`src/rtl/Purple_Jade_pkg.sv`:
```
`default_nettype none
// ============================================================================
//  Module      : Purple_Jade_pkg
//  Description : Shared FE constants, the fetch queue entry type and the
//                wrapping PC increment helper.
//  Revision    : 1.0 - initial release
// ============================================================================
package Purple_Jade_pkg;

    localparam int I_ROM_DEPTH_P         = 32;
    localparam int WORD_SIZE_P           = 16;
    localparam int I_FETCH_QUEUE_DEPTH_P = 2;
    localparam int I_FETCH_ADDR_WIDTH_P  = $clog2(I_ROM_DEPTH_P);

    typedef struct packed {
        logic [I_FETCH_ADDR_WIDTH_P-1:0] pc;
        logic [WORD_SIZE_P-1:0]          inst;
    } fetch_entry_s;

    // The last ROM word is followed by word 0 even when the depth is not a
    // power of two.
    function automatic logic [I_FETCH_ADDR_WIDTH_P-1:0] next_pc(
        input logic [I_FETCH_ADDR_WIDTH_P-1:0] a
    );
        if (a == I_FETCH_ADDR_WIDTH_P'(I_ROM_DEPTH_P - 1))
            return '0;
        return a + 1'b1;
    endfunction

endpackage
`default_nettype wire

```
`src/rtl/i_fetch_if.sv`:
```
`default_nettype none
// ============================================================================
//  Module      : i_fetch_if
//  Description : Fetch-to-decode valid/ready handshake carrying {pc, inst}.
//  Revision    : 1.0 - initial release
// ============================================================================
interface i_fetch_if;
    import Purple_Jade_pkg::*;

    logic                            inst_v_o;
    logic [WORD_SIZE_P-1:0]          inst_o;
    logic [I_FETCH_ADDR_WIDTH_P-1:0] pc_o;
    logic                            inst_ready_i;

    modport master (
        output inst_v_o,
        output inst_o,
        output pc_o,
        input  inst_ready_i
    );

    modport slave (
        input  inst_v_o,
        input  inst_o,
        input  pc_o,
        output inst_ready_i
    );

endinterface
`default_nettype wire

```
`src/rtl/i_fetch_queue.sv`:
```
`default_nettype none
// ============================================================================
//  Module      : fetch_queue
//  Description : Counted FIFO of fetch entries; flush outranks enqueue and the
//                same-cycle enqueue lands in the freshly emptied queue.
//  Revision    : 1.0 - initial release
// ============================================================================
module fetch_queue
    import Purple_Jade_pkg::*;
#(
    parameter int DEPTH = I_FETCH_QUEUE_DEPTH_P
) (
    input  wire logic         clk,
    input  wire logic         rst,
    input  wire logic         i_enq,
    input  wire fetch_entry_s i_entry,
    input  wire logic         i_deq,
    input  wire logic         i_flush,
    output fetch_entry_s      o_head,
    output logic              o_full,
    output logic              o_empty
);

    localparam int c_PTR_W = (DEPTH > 1) ? $clog2(DEPTH) : 1;
    localparam int c_CNT_W = $clog2(DEPTH + 1);

    fetch_entry_s         r_mem [DEPTH];
    logic [c_PTR_W-1:0]   r_rd;
    logic [c_PTR_W-1:0]   r_wr;
    logic [c_CNT_W-1:0]   r_cnt;

    logic                 w_do_enq;
    logic                 w_do_deq;
    logic [c_PTR_W-1:0]   w_wr_idx;

    function automatic logic [c_PTR_W-1:0] ptr_inc(input logic [c_PTR_W-1:0] p);
        if (p == c_PTR_W'(DEPTH - 1))
            return '0;
        return p + 1'b1;
    endfunction

    assign o_full   = (r_cnt == c_CNT_W'(DEPTH));
    assign o_empty  = (r_cnt == '0);
    assign o_head   = r_mem[r_rd];

    // A pop in the flush cycle is absorbed by the flush itself.
    assign w_do_deq = i_deq && !o_empty && !i_flush;
    assign w_do_enq = i_enq && (!o_full || w_do_deq || i_flush);
    assign w_wr_idx = i_flush ? '0 : r_wr;

    always_ff @(posedge clk) begin
        if (w_do_enq && !rst)
            r_mem[w_wr_idx] <= i_entry;
    end

    always_ff @(posedge clk) begin
        if (rst) begin
            r_rd  <= '0;
            r_wr  <= '0;
            r_cnt <= '0;
        end else if (i_flush) begin
            r_rd  <= '0;
            r_wr  <= w_do_enq ? ptr_inc('0) : '0;
            r_cnt <= w_do_enq ? c_CNT_W'(1) : '0;
        end else begin
            if (w_do_enq)
                r_wr <= ptr_inc(r_wr);
            if (w_do_deq)
                r_rd <= ptr_inc(r_rd);
            case ({w_do_enq, w_do_deq})
                2'b10:   r_cnt <= r_cnt + 1'b1;
                2'b01:   r_cnt <= r_cnt - 1'b1;
                default: r_cnt <= r_cnt;
            endcase
        end
    end

endmodule
`default_nettype wire

```
`src/rtl/i_fetch.sv`:
```
`default_nettype none
// ============================================================================
//  Module      : i_fetch
//  Description : Instruction fetch front end: PC, redirect mux, ROM read and
//                fetch queue toward decode.
//                Optional macro I_FETCH_STOP_AT_END_EN stops fetch after the
//                last ROM word and raises end_o.
//  Revision    : 1.0 - initial release
// ============================================================================
module i_fetch
    import Purple_Jade_pkg::*;
#(
    parameter  int RESET_PC_P    = 0,
    parameter  int QUEUE_DEPTH_P = I_FETCH_QUEUE_DEPTH_P,
    localparam int ADDR_WIDTH_LP = $clog2(I_ROM_DEPTH_P)
) (
    input  wire logic                     clk_i,
    input  wire logic                     reset_i,
    output logic [ADDR_WIDTH_LP-1:0]      rom_addr_o,
    input  wire logic [WORD_SIZE_P-1:0]   rom_data_i,
    input  wire logic                     redirect_v_i,
    input  wire logic [ADDR_WIDTH_LP-1:0] redirect_pc_i,
    i_fetch_if.master                     dec_if,
    output logic                          end_o
);

    localparam logic [ADDR_WIDTH_LP-1:0] c_LAST_PC = ADDR_WIDTH_LP'(I_ROM_DEPTH_P - 1);
    localparam logic [ADDR_WIDTH_LP:0]   c_ROM_LIM = (ADDR_WIDTH_LP + 1)'(I_ROM_DEPTH_P);

    logic [ADDR_WIDTH_LP-1:0] r_pc;
    logic                     w_xfer;
    logic                     w_enq;
    logic                     w_stop;
    logic                     w_full;
    logic                     w_empty;
    fetch_entry_s             w_new;
    fetch_entry_s             w_head;

    assign rom_addr_o = redirect_v_i ? redirect_pc_i : r_pc;
    assign w_xfer     = dec_if.inst_v_o && dec_if.inst_ready_i;
    assign w_enq      = (!w_full || w_xfer || redirect_v_i) && !w_stop;
    assign w_new      = '{pc: rom_addr_o, inst: rom_data_i};

    always_ff @(posedge clk_i) begin
        if (reset_i)
            r_pc <= ADDR_WIDTH_LP'(RESET_PC_P);
        else if (w_enq)
            r_pc <= next_pc(rom_addr_o);
    end

`ifdef I_FETCH_STOP_AT_END_EN
    logic r_end;

    // Setting wins over a redirect so a jump straight to the last word stops too.
    always_ff @(posedge clk_i) begin
        if (reset_i)
            r_end <= 1'b0;
        else if (w_enq && (rom_addr_o == c_LAST_PC))
            r_end <= 1'b1;
        else if (redirect_v_i)
            r_end <= 1'b0;
    end

    assign w_stop = r_end && !redirect_v_i;
    assign end_o  = r_end;
`else
    logic w_unused_last;

    assign w_unused_last = ^c_LAST_PC;
    assign w_stop        = 1'b0;
    assign end_o         = 1'b0;
`endif

    fetch_queue #(
        .DEPTH   (QUEUE_DEPTH_P)
    ) u_queue (
        .clk     (clk_i),
        .rst     (reset_i),
        .i_enq   (w_enq),
        .i_entry (w_new),
        .i_deq   (w_xfer),
        .i_flush (redirect_v_i),
        .o_head  (w_head),
        .o_full  (w_full),
        .o_empty (w_empty)
    );

    assign dec_if.inst_v_o = !w_empty;
    assign dec_if.inst_o   = w_empty ? '0 : w_head.inst;
    assign dec_if.pc_o     = w_empty ? '0 : w_head.pc;

    a_redirect_in_range : assert property (
        @(posedge clk_i) disable iff (reset_i)
        redirect_v_i |-> ({1'b0, redirect_pc_i} < c_ROM_LIM)
    );

endmodule
`default_nettype wire
```
`src/flat_wrapper.sv`:
```
// flat-port wrapper written by rule: the top's interface ports become plain ports
module i_fetch_flat import Purple_Jade_pkg::*;
#(
    parameter  int RESET_PC_P    = 0,
    parameter  int QUEUE_DEPTH_P = I_FETCH_QUEUE_DEPTH_P,
    localparam int ADDR_WIDTH_LP = $clog2(I_ROM_DEPTH_P)
)
  (clk_i, reset_i, rom_addr_o, rom_data_i, redirect_v_i, redirect_pc_i, end_o, dec_if_inst_v_o, dec_if_inst_o, dec_if_pc_o, dec_if_inst_ready_i);
  i_fetch_if dec_if_i ();
  input  wire logic clk_i;
  input  wire logic reset_i;
  output logic [ADDR_WIDTH_LP-1:0] rom_addr_o;
  input  wire logic [WORD_SIZE_P-1:0] rom_data_i;
  input  wire logic redirect_v_i;
  input  wire logic [ADDR_WIDTH_LP-1:0] redirect_pc_i;
  output logic end_o;
  output wire logic [$bits(dec_if_i.inst_v_o)-1:0] dec_if_inst_v_o;
  output wire logic [$bits(dec_if_i.inst_o)-1:0] dec_if_inst_o;
  output wire logic [$bits(dec_if_i.pc_o)-1:0] dec_if_pc_o;
  input wire logic [$bits(dec_if_i.inst_ready_i)-1:0] dec_if_inst_ready_i;
  assign dec_if_inst_v_o = dec_if_i.inst_v_o;
  assign dec_if_inst_o = dec_if_i.inst_o;
  assign dec_if_pc_o = dec_if_i.pc_o;
  assign dec_if_i.inst_ready_i = dec_if_inst_ready_i;
  i_fetch #(.RESET_PC_P(RESET_PC_P), .QUEUE_DEPTH_P(QUEUE_DEPTH_P)) u_core (.clk_i(clk_i), .reset_i(reset_i), .rom_addr_o(rom_addr_o), .rom_data_i(rom_data_i), .redirect_v_i(redirect_v_i), .redirect_pc_i(redirect_pc_i), .dec_if(dec_if_i), .end_o(end_o));
endmodule
```
`config.mk`:
```
export PLATFORM = sky130hd
export DESIGN_NAME = i_fetch_flat
export DESIGN_NICKNAME = d
export VERILOG_FILES = /design/src/rtl/Purple_Jade_pkg.sv /design/src/rtl/i_fetch_if.sv /design/src/rtl/i_fetch_queue.sv /design/src/rtl/i_fetch.sv /design/src/flat_wrapper.sv
export SDC_FILE = /design/constraint.sdc
export NUM_CORES = 1
export LEC_CHECK = 0
export ABC_AREA = 1
export BUFFER_PORTS_ARGS = -buffer_cell sky130_fd_sc_hd__buf_4
export CAP_MARGIN = 25
export CORE_MARGIN = 2
export CORE_UTILIZATION = 50
export CTS_BUF_LIST = sky130_fd_sc_hd__clkbuf_2
export CTS_CLUSTER_SIZE = 40
export DETAILED_ROUTE_END_ITERATION = 8
export GPL_TIMING_DRIVEN = 0
export PLACE_DENSITY = 0.83
export SLEW_MARGIN = 0
export SYNTH_ARGS = -nofsm -noshare
export SYNTH_HDL_FRONTEND = slang
export SYNTH_SLANG_ARGS = --single-unit
```
`constraint.sdc`:
```
create_clock -name clk_i -period 2.52 [get_ports clk_i]
set_input_delay 0 -clock clk_i [delete_from_list [all_inputs] [get_ports clk_i]]
set_output_delay 0 -clock clk_i [all_outputs]
set_load 0.02 [all_outputs]
```
==> results of run 1 <==
[flip-flops by register name, summed over array words and instances (netlist names), named ones only]
signal and cells:
u_core.u_queue.r_cnt 2, u_core.u_queue.r_rd 1, u_core.u_queue.r_mem 42, u_core.u_queue.r_wr 1, u_core.r_pc 5
[cells by family (layout without fill, tap and decap cells)]
family | count (synthesis) | count (layout)
adder cells (fa/ha/maj) | 2 | 2
buffers and inverters | 19 | 106
other | 1 | 1
AND/OR/NAND/NOR | 94 | 94
AO/OA/AOI/OAI | 28 | 28
flip-flops | 52 | 52
[Yosys cell counts, drive strengths merged]
cell type,instances
ha,2
o21ai,2
nand4,1
edfxtp,42
nor2,10
nand2,77
o31ai,1
inv,11
a31oi,1
or2,1
o211ai,1
dfxtp,10
nand3,5
buf,8
a21oi,23
conb,1
[worst max-delay path: stages]
cell and delay (ns):
dlygate4sd3_1 0.55, buf_6 0.15, nand2_1 0.05, dlygate4sd3_1 0.60, nand2_4 0.09, nand2_1 0.08, nor2_1 0.05, ha_1 0.17
inv_1 0.06, nand2_2 0.06, o31ai_1 0.20, dlygate4sd3_1 0.58
[stage by stage]
step	cells	power, uW	hold WS [ns]	worst slack (ns)	instance area (um2)
6_report	333	1680	0.296	0.254	2940
5_1_grt	333	1770	0.223	0.144	2940
4_1_cts	333	1700	0.268	0.302	2940
3_5_place_dp	298	1260	0.188	0.801	2610
3_3_place_gp	296	1250	0.185	0.150	2570
2_1_floorplan	196	1150	0.0989	0.613	2140
[where the power goes]
part	internal (uW)	leakage [uW]	switching [uW]	total, uW
Sequential	977	0.000478	16.0	993
Clock	171	0.0000430	234	405
Combinational	131	0.000751	156	287
[metal layers]
layer / vias to the layer above / GRT usage / routed length [um]
met3: 13 / 0.0538 / 219
met1: 745 / 0.207 / 1660
met5: - / 0 / 0
met4: 0 / 0.107 / 108
li1: 828 / - / -
met2: 51 / 0.364 / 2400
[layout make-up]
type | instances | area (um2) | area share
flip-flops and latches | 52 | 1460 | 0.496
repair buffers | 79 | 676 | 0.229
multi-input cells | 125 | 587 | 0.199
well taps | 50 | 62.6 | 0.0212
plain buffers | 8 | 48.8 | 0.0166
inverters | 11 | 43.8 | 0.0149
clock inverters | 2 | 35.0 | 0.0119
clock buffers | 6 | 30.0 | 0.0102
[worst paths after layout]
check                                             endpoint  slack (ns)  cells past startpoint            from
worst min register to register              u_core.r_pc[1]        0.48                      2  u_core.r_pc[1]
worst max-delay path                        u_core.r_pc[0]        0.25                     12    redirect_v_i
worst max register to register              u_core.r_pc[0]        0.46                     10  u_core.r_pc[1]
worst min-delay path            u_core.u_queue.r_mem[1][4]        0.30                      2   rom_data_i[4]
==> qor.yml, run 1 <==
status:
  outcome: "complete, no violations"
cts:
  cts_buffers: 5
  cts_tree: "built"
  ctsRootBufferMaster: "clkbuf_2"
  cts_resized: 0
  clk_path_buf_depth: 2
  insertion_delay_ns: 0.41
  postCtsSetupBuffers: 0
  holdBufCountCts: 27
  cts.clk_slew.worst_paths_ns: 0.24
  clock-sinks: 52
  htreeDepth: 2
finish:
  fill_cells: 286
  final_cell_mix: "nand2_1 (72), buf_4 (51), edfxtp_1 (42)"
  final_common_cell: "nand2_1"
  areaGrowthSynthToFinish_pct: 37.8
  drive_above_1_share: 0.286
  fin_util: 0.726
  n_antenna_cell: 0
  final_nets: 309
synth:
  yosys.area_share.xor_xnor: 0
  synth-seq-cells: 52
  synth.distinct_cells: 25
  yosysTopAreaCell: "edfxtp_1"
  yosys_warnings: 0
  yosys.area_share.simple: 0.190
  synth_area_per_cell_um2: 10.9
  syn-num-nets: 223
  synth_area_leaders: "edfxtp_1 (59%), nand2_1 (13%), dfxtp_1 (9.4%)"
  synth_fa_ha_area_frac: 0.0117
  synth_top_family_by_area: "simple AND/OR/NAND/NOR gates"
  netlist_instances: 196
  seq_area_frac_synth: 0.684
  synth_compound_area_frac: 0.0685
  netlist.area_leader.share: 0.591
  synthMuxAreaShare: 0
  syn-cell-area_um2: 2140
global_route:
  antenna_found_initial: 0
  grt_usage: 0.200
  grt_max_degree: 16
  grt_pass1_wl_um: 7450
  grt_pass1_vias: 1725
  gr-total-overflow: 0
route:
  drt-total-wl_um: 4390
  drtPass1Iterations: 4
  antenna_left: 0
  first_iter_violations: 80
  viasPerCell: 4.92
  vias: 1637
  drc: 0
  post_drt_wl_per_cell_um: 13.2
critical_path:
  crit_fanout: 9
  arrival_ns: 2.64
  cp-end-kind: "flop"
  crit_path_start_kind: "input port"
  critPathKind: "input port to flop"
  required_ns: 2.90
sta:
  finClkSkew_ns: 0.0329
  maxClockFrequency_mhz: 441
  period_share: 0.899
  rsz0062_at_grt: "no"
  finalHoldViolCount: 0
  slew_headroom: 0.588
  tightest_slew_ns: 0.617
  fin_crit_ns: 2.27
  slew_viol_final: 0
  tns_ns: 0
  setup_viol: 0
floorplan:
  coreArea_um2: 4060
  dieWidth_um: 69.4
  top_level_ports: 53
  die_h_um: 69.4
  initial_core_util: 0.526
  fp-row-count: 23
  die-area_um2: 4810
power:
  p_per_area_nw_per_um2: 572
  p_leak_uw: 0.00127
  ir_worst_vdd_mv: 0.397
place:
  place_congestion: 0.765
  dp.final_hpwl_um: 2850
  port_buffers: 50
run:
  drv_cap: 0
worst_hold_path:
  worst_hold_path_type: "input port to flop"
(Power assumes the default switching activity.)
==> run 2, diff against run 1 <==
- RECOVER_POWER: unset -> 25
==> qor.yml, run 2 (same netlist as run 1, synthesis figures left out) <==
route:
  drt-met1-wl_um: 1670
  post_drt_wl_per_cell_um: 13.1
  first_iter_violations: 79
  drt-total-wl_um: 4370
  drc: 0
  vias: 1646
  antenna_left: 0
  dr_wl_met2_um: 2330
  viasPerCell: 4.94
  wl_met3_um: 225
  dr.max_layer_used: "met4"
  drtPass1Iterations: 4
finish:
  final_common_cell: "nand2_1"
  top_regs: "u_core.u_queue.r_mem: 42 flops, u_core.r_pc: 5 flops, u_core.u_queue.r_cnt: 2 flops"
  n_antenna_cell: 0
  drive_above_1_share: 0.276
  areaGrowthSynthToFinish_pct: 37.3
  final_cell_mix: "nand2_1 (72), edfxtp_1 (42), buf_4 (36)"
  largest_reg_flops: 42
  fill_cells: 290
  final_nets: 309
  multi_input_area_um2: 587
  regArea_um2: 1460
  fin_area_um2: 2930
  top_register: "u_core.u_queue.r_mem"
sta:
  timing.hold.ws_ns: 0.316
  finClkSkew_ns: 0.0348
  fin_crit_ns: 2.26
  period_share: 0.897
  tns_ns: 0
  finalHoldViolCount: 0
  slew_viol_final: 0
  tightest_slew_ns: 0.616
  slew_headroom: 0.589
  rsz0062_at_grt: "no"
  maxClockFrequency_mhz: 442
  setup_viol: 0
critical_path:
  critPathKind: "input port to flop"
  cp-end-kind: "flop"
  crit_fanout: 9
  crit_path_start_kind: "input port"
  arrival_ns: 2.64
  required_ns: 2.90
cts:
  insertion_delay_ns: 0.41
  clock-sinks: 52
  clk_path_buf_depth: 2
  cts_resized: 0
  htreeDepth: 2
  ctsRootBufferMaster: "clkbuf_2"
  cts.clk_slew.worst_paths_ns: 0.24
  cts_buffers: 5
  cts_tree: "built"
floorplan:
  die-area_um2: 4810
  die_h_um: 69.4
  coreArea_um2: 4060
  dieWidth_um: 69.4
  top_level_ports: 53
  fp-row-count: 23
  initial_core_util: 0.526
power:
  p_leak_uw: 0.00126
  ir_worst_vdd_mv: 0.396
  p_total_uw: 1680
  p_per_area_nw_per_um2: 573
global_route:
  antenna_found_initial: 0
  grt_max_degree: 16
  grt_pass1_wl_um: 7450
  grt_pass1_vias: 1725
  grt_usage: 0.200
  gr-total-overflow: 0
status:
  outcome: "complete, no violations"
place:
  port_buffers: 50
  place_congestion: 0.765
  dpl_cell_area_um2: 2610
  dp.final_hpwl_um: 2850
worst_hold_path:
  worst_hold_path_type: "input port to flop"
run:
  drv_cap: 0
[run 2: changes by cell type in the layout (fill, tap and decap cells not counted)]
cell	delta
clkbuf_4	+12
buf_4	-15
clkbuf_1	+3
[run 2: worst max-delay path: stages]
cell and delay, ns:
dlygate4sd3_1 0.55, buf_6 0.15, nand2_1 0.05, dlygate4sd3_1 0.60
nand2_4 0.09, nand2_1 0.08, nor2_1 0.05, ha_1 0.17
inv_1 0.06, nand2_2 0.05, o31ai_1 0.20, dlygate4sd3_1 0.58
[run 2: area by class of cell]
type / count / area share
sequential: 52 / 0.498
timing repair buffer: 79 / 0.227
multi-input combinational: 125 / 0.200
tap: 50 / 0.0213
buffer: 8 / 0.0166
inverter: 11 / 0.0149
clock inverter: 2 / 0.0119
clock buffer: 6 / 0.0102
[run 2: repair_timing]
item	in CTS	in global routing
hold buffers	27	0
setup buffers	0	0
hold endpoints to repair	52	0
[run 2: per-stage QoR]
step / worst slack (ns) / cells / utilization
final: 0.258 / 333 / 0.723
after global routing: 0.144 / 333 / 0.723
after CTS: 0.302 / 333 / 0.726
after detailed placement: 0.801 / 298 / 0.643
after global placement: 0.150 / 296 / 0.634
after floorplan: 0.613 / 196 / -
[run 2: routing by layer]
| metal | GRT usage | vias to the layer above |
|---|---|---|
| met1 | 0.207 | 744 |
| met3 | 0.0538 | 16 |
| met4 | 0.107 | 0 |
| met5 | 0 | - |
| li1 | - | 829 |
| met2 | 0.364 | 57 |
[run 2: final timing paths]
check | from | endpoint | cells after the start | slack (ns)
worst min-delay path | rom_data_i[3] | u_core.u_queue.r_mem[0][3] | 2 | 0.32
worst min register to register | u_core.r_pc[1] | u_core.r_pc[1] | 2 | 0.48
worst max-delay path | redirect_v_i | u_core.r_pc[0] | 12 | 0.26
worst max register to register | u_core.r_pc[1] | u_core.r_pc[0] | 10 | 0.46
[run 2: power by group]
part / internal (uW) / switching (uW) / leakage [uW]
Clock: 171 / 235 / 0.0000430
Combinational: 128 / 155 / 0.000738
Sequential: 977 / 16.1 / 0.000478
==> run 3, diff against run 2 <==
==> constraint.sdc (replaced) <==
create_clock -name clk_i -period 2.52 [get_ports clk_i]
set_input_delay 0.63 -clock clk_i [delete_from_list [all_inputs] [get_ports clk_i]]
set_output_delay 0.63 -clock clk_i [all_outputs]
set_load 0.02 [all_outputs]
==> qor.yml, run 3 (same netlist as run 1, synthesis figures left out) <==
critical_path:
  cp-end-kind: "primary output"
  crit_path_start_kind: "flop"
  required_ns: 1.89
  critPathKind: "flop to primary output"
  arrival_ns: 1.54
  crit_fanout: 10
place:
  dp.final_hpwl_um: 2850
  dpl_cell_area_um2: 2610
  port_buffers: 50
  place_congestion: 0.765
finish:
  areaGrowthSynthToFinish_pct: 24.3
  n_antenna_cell: 0
  final_nets: 282
  drive_above_1_share: 0.297
  fin_area_um2: 2660
  final_common_cell: "nand2_1"
  top_register: "u_core.u_queue.r_mem"
  final_cell_mix: "nand2_1 (72), edfxtp_1 (42), buf_4 (35)"
  top_regs: "u_core.u_queue.r_mem: 42 flops, u_core.r_pc: 5 flops, u_core.u_queue.r_cnt: 2 flops"
  largest_reg_flops: 42
power:
  combPwrFrac: 0.150
  ir_worst_vdd_mv: 0.380
  p_per_area_nw_per_um2: 620
  internal_power_uw: 1250
  p_leak_uw: 0.00114
  seqPwrFrac: 0.603
  p_total_uw: 1650
  p_sw_frac: 0.242
  power_switching_uw: 399
  p_clk_frac: 0.247
worst_hold_path:
  worst_hold_path_type: "input port to flop"
global_route:
  gr-total-overflow: 0
  grt_pass1_vias: 1597
  grt_max_degree: 16
  grt_usage: 0.186
  grt_pass1_wl_um: 6980
  antenna_found_initial: 0
cts:
  ctsRootBufferMaster: "clkbuf_2"
  cts_buffers: 5
  htreeDepth: 2
  clock-sinks: 52
  holdBufCountCts: 0
  cts_tree: "built"
  cts_resized: 0
  clk_path_buf_depth: 2
  insertion_delay_ns: 0.42
  postCtsSetupBuffers: 0
  cts.clk_slew.worst_paths_ns: 0.25
sta:
  finalHoldViolCount: 0
  tightest_slew_ns: 0.634
  slew_headroom: 0.577
  setup_viol: 0
  rsz0062_at_grt: "no"
  slew_viol_final: 0
  period_share: 0.861
  maxClockFrequency_mhz: 461
  finClkSkew_ns: 0.0441
  fin_crit_ns: 2.17
  timing.hold.ws_ns: 0.391
floorplan:
  coreArea_um2: 4060
  fp-row-count: 23
  die_h_um: 69.4
  top_level_ports: 53
  dieWidth_um: 69.4
  die-area_um2: 4810
  initial_core_util: 0.526
route:
  viasPerCell: 4.99
  drtPass1Iterations: 4
  drt-total-wl_um: 3970
  drc: 0
  antenna_left: 0
  first_iter_violations: 59
  vias: 1526
  post_drt_wl_per_cell_um: 13.0
run:
  drv_cap: 0
status:
  outcome: "complete, no violations"
## run 3: changes by cell type in the layout (fill, tap and decap cells not counted)
cell           before  now
buf_4              36   35
dlygate4sd3_1      27    0
clkbuf_4           12   11
clkbuf_1            3    5
## run 3: routing by layer
layer | routed length [um] | up-vias | GRT usage
li1 | - | 770 | -
met1 | 1490 | 697 | 0.196
met2 | 2130 | 48 | 0.342
met3 | 236 | 11 | 0.0509
met4 | 109 | 0 | 0.0850
met5 | 0 | - | 0
## run 3: critical path: stages (launching register included)
cell     delay [ns]
dfxtp_1        0.38
inv_1          0.08
buf_2          0.23
nand2_1        0.09
a21oi_1        0.17
buf_4          0.17
## run 3: power by group through the flow
stage / registers, uW / clock network, uW / logic, uW
after floorplan: 1010 / 0 / 137
after global placement: 1010 / 0 / 239
after detailed placement: 1010 / 0 / 251
after CTS: 992 / 418 / 252
after global routing: 996 / 467 / 270
final: 992 / 407 / 246
## run 3: area by class of cell
| class | instances | area (um2) |
|---|---|---|
| Sequential cell | 52 | 1460 |
| Timing Repair Buffer | 52 | 387 |
| Buffer | 8 | 48.8 |
| Inverter | 11 | 43.8 |
| Clock inverter | 2 | 35.0 |
| Clock buffer | 6 | 30.0 |
| Multi-Input combinational cell | 125 | 587 |
| Tap cell | 50 | 62.6 |
| Fill cell | 320 | 1400 |
## run 3: per-stage QoR
stage               TNS (ns)  std cells  worst slack, ns   util
CTS                        0        306            0.340  0.659
finish                     0        306            0.351  0.654
global route               0        306            0.201  0.654
floorplan                  0        196            0.251      -
detailed placement         0        298            0.446  0.643
global placement       -8.91        296           -0.218  0.634
## run 3: path summary, 6_finish.rpt
path                                         startpoint                          end  slack [ns]  cells past startpoint
worst min-delay path                      rom_data_i[2]   u_core.u_queue.r_mem[0][2]        0.39                      1
worst max register to register  u_core.u_queue.r_cnt[0]  u_core.u_queue.r_mem[1][18]        0.84                      5
worst max-delay path                               flop            dec_if_inst_o[13]        0.35                      5
worst min register to register           u_core.r_pc[4]               u_core.r_pc[4]        0.47                      2
